$ cat config.mk
export PLATFORM = sky130hd
export DESIGN_NAME = program_loader
export DESIGN_NICKNAME = d
export VERILOG_FILES = /design/src/rtl/program_loader.sv
export SDC_FILE = /design/constraint.sdc
export NUM_CORES = 1
export LEC_CHECK = 0
export ABC_CLOCK_PERIOD_IN_PS = 4800
export BUFFER_PORTS_ARGS = -buffer_cell sky130_fd_sc_hd__buf_2
export CORE_ASPECT_RATIO = 0.5
export CORE_UTILIZATION = 57
export CTS_CLUSTER_SIZE = 20
export DETAILED_ROUTE_END_ITERATION = 12
export PLACE_DENSITY = 0.87
export SYNTH_ARGS = -nofsm -noshare
export SYNTH_HDL_FRONTEND = slang
export SYNTH_SLANG_ARGS = --single-unit
$ cat constraint.sdc
create_clock -name clk -period 4.8 [get_ports clk]
set_clock_uncertainty 0.2 [all_clocks]
set_input_delay 0 -clock clk [delete_from_list [all_inputs] [get_ports clk]]
set_output_delay 0 -clock clk [all_outputs]
set_load 0.01 [all_outputs]
$ cat src/rtl/program_loader.sv
// program_loader: receives a byte-serial program image and writes it into
// instruction memory, then releases the core from reset.
// Stream format: 16-bit little-endian word count N, then N little-endian words.
module program_loader #(
  parameter int unsigned DEPTH = 1024
) (
  input  logic        clk,
  input  logic        rst,
  input  logic        in_valid,
  input  logic [7:0]  in_data,
  output logic        in_ready,
  output logic        imem_we,
  output logic [31:0] imem_addr,
  output logic [31:0] imem_wdata,
  output logic        core_run,
  output logic        load_err
);

  typedef enum logic [2:0] {HDR0, HDR1, DATA, DONE, ERR} state_t;

  state_t      state, state_nx;
  logic [15:0] n_hdr;      // word count from the header
  logic [15:0] hdr_n;      // header value as seen during the HDR1 accept
  logic [16:0] wcnt;       // words assembled so far; wide enough for N=DEPTH
  logic [1:0]  bcnt;       // byte position within the current word
  logic [23:0] wbuf;       // first three bytes of the word in progress
  logic        last_pend;  // final word assembled, its write pulse is next
  logic        accept;

  assign accept = in_valid & in_ready;
  assign hdr_n  = {in_data, n_hdr[7:0]};

  // State register; reset wins over any transition.
  always_ff @(posedge clk) begin
    if (rst) state <= HDR0;
    else     state <= state_nx;
  end

  // Next-state and state-decoded outputs.
  // in_ready drops once the final word is assembled so no stray byte is
  // consumed during the last write pulse.
  always_comb begin
    state_nx = state;
    in_ready = 1'b0;
    core_run = 1'b0;
    load_err = 1'b0;
    case (state)
      HDR0: begin
        in_ready = 1'b1;
        if (in_valid) state_nx = HDR1;
      end
      HDR1: begin
        in_ready = 1'b1;
        if (in_valid) begin
          if (hdr_n == 16'd0)                state_nx = DONE;
          else if ({16'd0, hdr_n} > DEPTH)   state_nx = ERR;
          else                               state_nx = DATA;
        end
      end
      DATA: begin
        in_ready = !last_pend;
        if (imem_we && last_pend) state_nx = DONE;
      end
      DONE:    core_run = 1'b1;
      ERR:     load_err = 1'b1;
      default: state_nx = HDR0;
    endcase
  end

  // Header capture, word assembly, write strobe and address generation.
  always_ff @(posedge clk) begin
    if (rst) begin
      n_hdr      <= '0;
      wcnt       <= '0;
      bcnt       <= '0;
      wbuf       <= '0;
      last_pend  <= 1'b0;
      imem_we    <= 1'b0;
      imem_addr  <= '0;
      imem_wdata <= '0;
    end else begin
      imem_we <= 1'b0;
      // Address moves on after each write except the last, so it stops at 4*(N-1).
      if (imem_we && !last_pend) imem_addr <= imem_addr + 32'd4;
      if (accept) begin
        case (state)
          HDR0: n_hdr[7:0]  <= in_data;
          HDR1: n_hdr[15:8] <= in_data;
          DATA: begin
            bcnt <= bcnt + 2'd1;
            case (bcnt)
              2'd0: wbuf[7:0]   <= in_data;
              2'd1: wbuf[15:8]  <= in_data;
              2'd2: wbuf[23:16] <= in_data;
              default: begin
                imem_wdata <= {in_data, wbuf};
                imem_we    <= 1'b1;
                wcnt       <= wcnt + 17'd1;
                last_pend  <= ((wcnt + 17'd1) == {1'b0, n_hdr});
              end
            endcase
          end
          default: ;
        endcase
      end
    end
  end

endmodule

# Yosys cells after proc, flatten, opt, wreduce, memory -nomap -nowiden
# Index checks and enable logic that the tools add are counted.
# W data, S select, Z words.
# word_totals
ff_bits	128
out_inout_bits	68
elab_cells	59
# op_classes
addsub	3
magnitude_cmp	1
n_eq_ne	10
muxes	10
n_bitwise	5
reduce_logical	18
# op_table
cell	count
$add A32 B3 Y32 const B	1
$add A17 B1 Y17 const B	1
$eq A17 B16 Y1	1
$gt A16 B11 Y1 const B	1
$logic_not A16 Y1	1
$mux W3	5
$pmux W3 S4	1
$reduce_and A3 Y1	4
$eq A3 B2 Y1 const B	2
$ne A2 B2 Y1 const B	3
$reduce_and A2 Y1	3
$reduce_or A3 Y1	2
$not A1 Y1	4
$reduce_and A4 Y1	1
$reduce_or A2 Y1	2
$eq A3 B1 Y1 const B	1
$eq A3 B3 Y1 const B	1
$logic_not A3 Y1	1
$mux W1	3
$add A2 B1 Y2 const B	1
$eq A2 B1 Y1 const B	1
$eq A2 B2 Y1 const B	1
$logic_and A1 B1 Y1	2
$logic_not A2 Y1	1
other kinds (3)	3

# Longest topological paths before layout
# depth
depth_word	6
depth_mapped	8
mapped_depth_nobuf	7

# Least setup slack after synthesis
# Ideal clock, no wire load.
# synth_timing
kind	flip-flop to flip-flop
from	register wcnt[0]
to	register last_pend
arrival_time_ns	1.804
setup_slack_ns	2.704
path_stages_with_launch	9
synth_period_minus_slack_ns	2.096
path_cell_list	dfxtp_1 -> ha_1 -> and3_4 -> and3_4 -> buf_6 -> maj3_2 -> o21ai_1 -> nand4_1 -> o32ai_1
# synth_between
elab_chain_len	2
# synth_lines
element	line	source
start: declaration	24	logic [16:0] wcnt;
start signal: assignment	98	wcnt <= wcnt + 17'd1;
$add A17 B1 Y17	99	last_pend <= ((wcnt + 17'd1) == {1'b0, n_hdr});
$eq A17 B16 Y1	99	
end signal: assignment	99	
end: declaration	27	logic last_pend;
# Every way passes these cells.
# A chain may end at the register's enable or synchronous reset.

# Worst setup path after layout
# layout_timing
from	register state[0]
to	register n_hdr[14]
# layout_between
elab_chain_len	5
# layout_lines
element	line	source
start: declaration	21	state_t state, state_nx;
start signal: assignment	36	else state <= state_nx;
$eq A3 B1 Y1 / $logic_not A3 Y1 (equally long branches)	47, 86	
$reduce_or A2 Y1 (no source line)	n/a	
$pmux W1 S2	47	case (state)
$and A1 B1 Y1	30	assign accept = in_valid & in_ready;
$reduce_and A2 Y1 (no source line) (*)	n/a	
end signal: assignment	88	HDR1: n_hdr[15:8] <= in_data;
end: declaration	22	logic [15:0] n_hdr;
# Every way passes the cells marked *; elsewhere a longest branch is shown, timed or not.

==> impl_metrics.py <==
metrics = {
    "drt": {
        "routedWlPerCell_um": 14.8,
        "wirelength_um": 13200,
        "avgViaCountPerCell": 5.63,
        "drc_errors": 0,
        "postRouteAntennaNets": 0,
        "drt_pass1_iterations": 5,
        "vias": 5019,
        "drtIter0Drc": 385,
    },
    "sta": {
        "max_freq_ghz": 0.346,
        "finalHoldViolCount": 0,
        "post-route-period-util_pct": 60.3,
        "relSlewSlack_pct": 29.3,
        "finalCriticalPeriod_ns": 2.89,
        "finalSetupViolCount": 0,
        "rsz0062_at_grt": "false",
        "worst_pin_slew_ns": 1.06,
        "finalMaxSlewViolations": 0,
        "final.setup.tns_ns": 0,
        "worst_hold_slack_ns": 0.248,
    },
    "clocking": {
        "clock_tree.buffer_depth": 2,
        "cts_sinks": 126,
        "cts_setup_buffers": 0,
        "cts_resized": 0,
        "cts-buffers-inserted": 17,
        "insertion_delay_ns": 0.42,
        "cts_max_level": 4,
        "cts_tree": "yes",
        "cts-root-buf": "clkbuf_16",
        "cts.clk_slew.worst_paths_ns": 0.06,
    },
    "floorplanning": {
        "core_um2": 9040,
        "fp.dieW_um": 141,
        "initial_core_util_pct": 61.0,
        "num_io_pins": 79,
        "dieArea_um2": 10100,
        "rows": 24,
        "die_h_um": 71.6,
    },
    "critical_path": {
        "cp_max_fo": 10,
        "crit_type": "reg -> reg",
        "cp-start-kind": "flop",
        "worst_setup_path_end_kind": "flop",
        "crit_arrival_ns": 3.05,
        "critPathRequiredTime_ns": 4.95,
    },
    "power_and_ir_drop": {
        "power.leakage_nw": 2.55,
        "p_per_area_nw_per_um2": 365,
        "ir_worst_vdd_mv": 0.331,
    },
    "synth": {
        "synthCells": 678,
        "synthMostInstantiatedCell": "nand2_1",
        "ys_seq_area_share_pct": 45.7,
        "syn_area_per_cell_um2": 8.13,
        "syn_area_um2": 5520,
        "yosysWarnings": 0,
        "ys_async_sr_fraction_pct": 0,
        "synth_top_area_cell": "dfxtp_1",
        "ys_ff_latch": 126,
        "synth_commonest_cells": "150 x nand2_1, 126 x dfxtp_1, 82 x a21oi_1, 61 x nor2_1, 47 x nand3_1",
        "synth.area.top_cells": "dfxtp_1 46%, nand2_1 10%, a21oi_1 7.4%",
        "synth_top_area_share_pct": 45.7,
        "synth_edf_count": 0,
        "ys.flop_type": "dfxtp_1",
        "yosysUniqueCellTypes": 46,
    },
    "placed_design": {
        "place.gp.congestion": 0.851,
        "io_buffers": 76,
        "hpwl_um": 8020,
    },
    "final_layout": {
        "syn_to_final_growth_pct": 19.9,
        "final_util_pct": 73.2,
        "drive_gt1_share_pct": 16.3,
        "fin_nets": 766,
        "antennaDiodeCount": 0,
    },
    "job": {
        "drv_cap": 0,
    },
    "global_routing": {
        "grt_first_pass_wirelength_um": 21700,
        "antenna_found_initial": 0,
        "grt_max_degree": 68,
        "grtUsageTotal_pct": 27.2,
        "grt_pass1_vias": 4698,
        "grt_overflow_total": 0,
    },
    "outcome": {
        "status": "finished clean",
    },
    "min_path": {
        "worstHoldPathType": "reg -> reg",
    },
}
==> power breakdown <==
part / total (mW) / internal, mW / switching, mW
logic: 0.0837 / 0.0306 / 0.0530
clock network: 1.27 / 0.779 / 0.486
registers: 1.07 / 1.06 / 0.0116
==> layout by cell type, fill, tap and decap left out, types with 5 or more instances in the layout <==
| cell | netlist | routed |
|---|---|---|
| nand2_1 | 150 | 150 |
| dfxtp_1 | 126 | 126 |
| a21oi_1 | 82 | 82 |
| buf_2 | 12 | 75 |
| nor2_1 | 61 | 60 |
| nand3_1 | 47 | 47 |
| xor2_1 | 37 | 37 |
| xnor2_1 | 25 | 25 |
| clkbuf_16 | 0 | 17 |
| nand4_1 | 16 | 16 |
| dlygate4sd3_1 | 0 | 14 |
| o21ai_0 | 10 | 10 |
| nor3_1 | 8 | 8 |
| or3_1 | 7 | 7 |
| and3_1 | 6 | 6 |
| ha_1 | 6 | 6 |
| inv_1 | 5 | 5 |
| and4_1 | 5 | 5 |
| and2_1 | 5 | 5 |
| buf_4 | 2 | 5 |
==> routing by layer <==
layer / share of wire [%] / track usage (%) / vias up
met3: 7.0 / 6.95 / 28
met1: 43 / 33.4 / 2369
li1: - / - / 2418
met2: 48 / 44.6 / 204
met5: 0 / 0 / -
met4: 2.1 / 14.7 / 0
==> metrics by stage <==
stage	total power [mW]	instances	cell area (um2)	worst slack (ns)
floorplan	1.14	679	5520	2.70
global placement	1.16	846	5890	2.17
detailed placement	1.16	846	5890	2.04
CTS	2.42	892	6610	1.98
global route	2.49	892	6610	1.66
finish	2.42	892	6610	1.91
==> registers in the layout, indices dropped and copies added (netlist names) <==
register	flops
imem_wdata	32
imem_addr	30
wcnt	17
wbuf	24
state	3
n_hdr	16
imem_we	1
bcnt	2
last_pend	1
==> cells by family after synthesis <==
| group | count (synthesis) | share of synthesized area, % |
|---|---|---|
| AND/OR/NAND/NOR | 328 | 28.3 |
| multiplexers | 2 | 0.363 |
| buffers and inverters | 48 | 4.08 |
| adder cells (fa/ha/maj) | 7 | 1.57 |
| AO/OA/AOI/OAI | 104 | 10.0 |
| other | 1 | 0.0680 |
| XOR/XNOR | 62 | 9.85 |
| flip-flops | 126 | 45.7 |
==> area by class of cell <==
type                    count  area, um2
multi-input cells         505       2770
flip-flops and latches    126       2520
fillers                   638       2420
repair buffers             94        553
clock buffers              19        443
well taps                 130        163
clock inverters            13        140
inverters                   5       18.8
==> what timing repair did <==
action / 4_1_cts / 5_1_grt
setup endpoints to repair: 0 / 0
hold endpoints to repair: 77 / 0
hold buffers: 14 / 0
==> worst max-delay path: stages (launching register included) <==
cell and delay (ns):
dfxtp_1 0.48, nand2_1 0.11, nor3_1 0.62, nand2_1 0.10, dlygate4sd3_1 0.59, a21oi_1 0.14
dlygate4sd3_1 0.59
==> path summary, 6_finish.rpt <==
path | cells after the start | slack (ns) | start | to
worst max-delay path | 6 | 1.91 | state[0] | n_hdr[14]
worst min-delay path | 2 | 0.25 | imem_wdata[27] | imem_wdata[27]
worst max register to register | 6 | 1.91 | state[0] | n_hdr[14]
worst min register to register | 2 | 0.25 | imem_wdata[27] | imem_wdata[27]
Note: power is estimated with default switching activity, not from simulation.
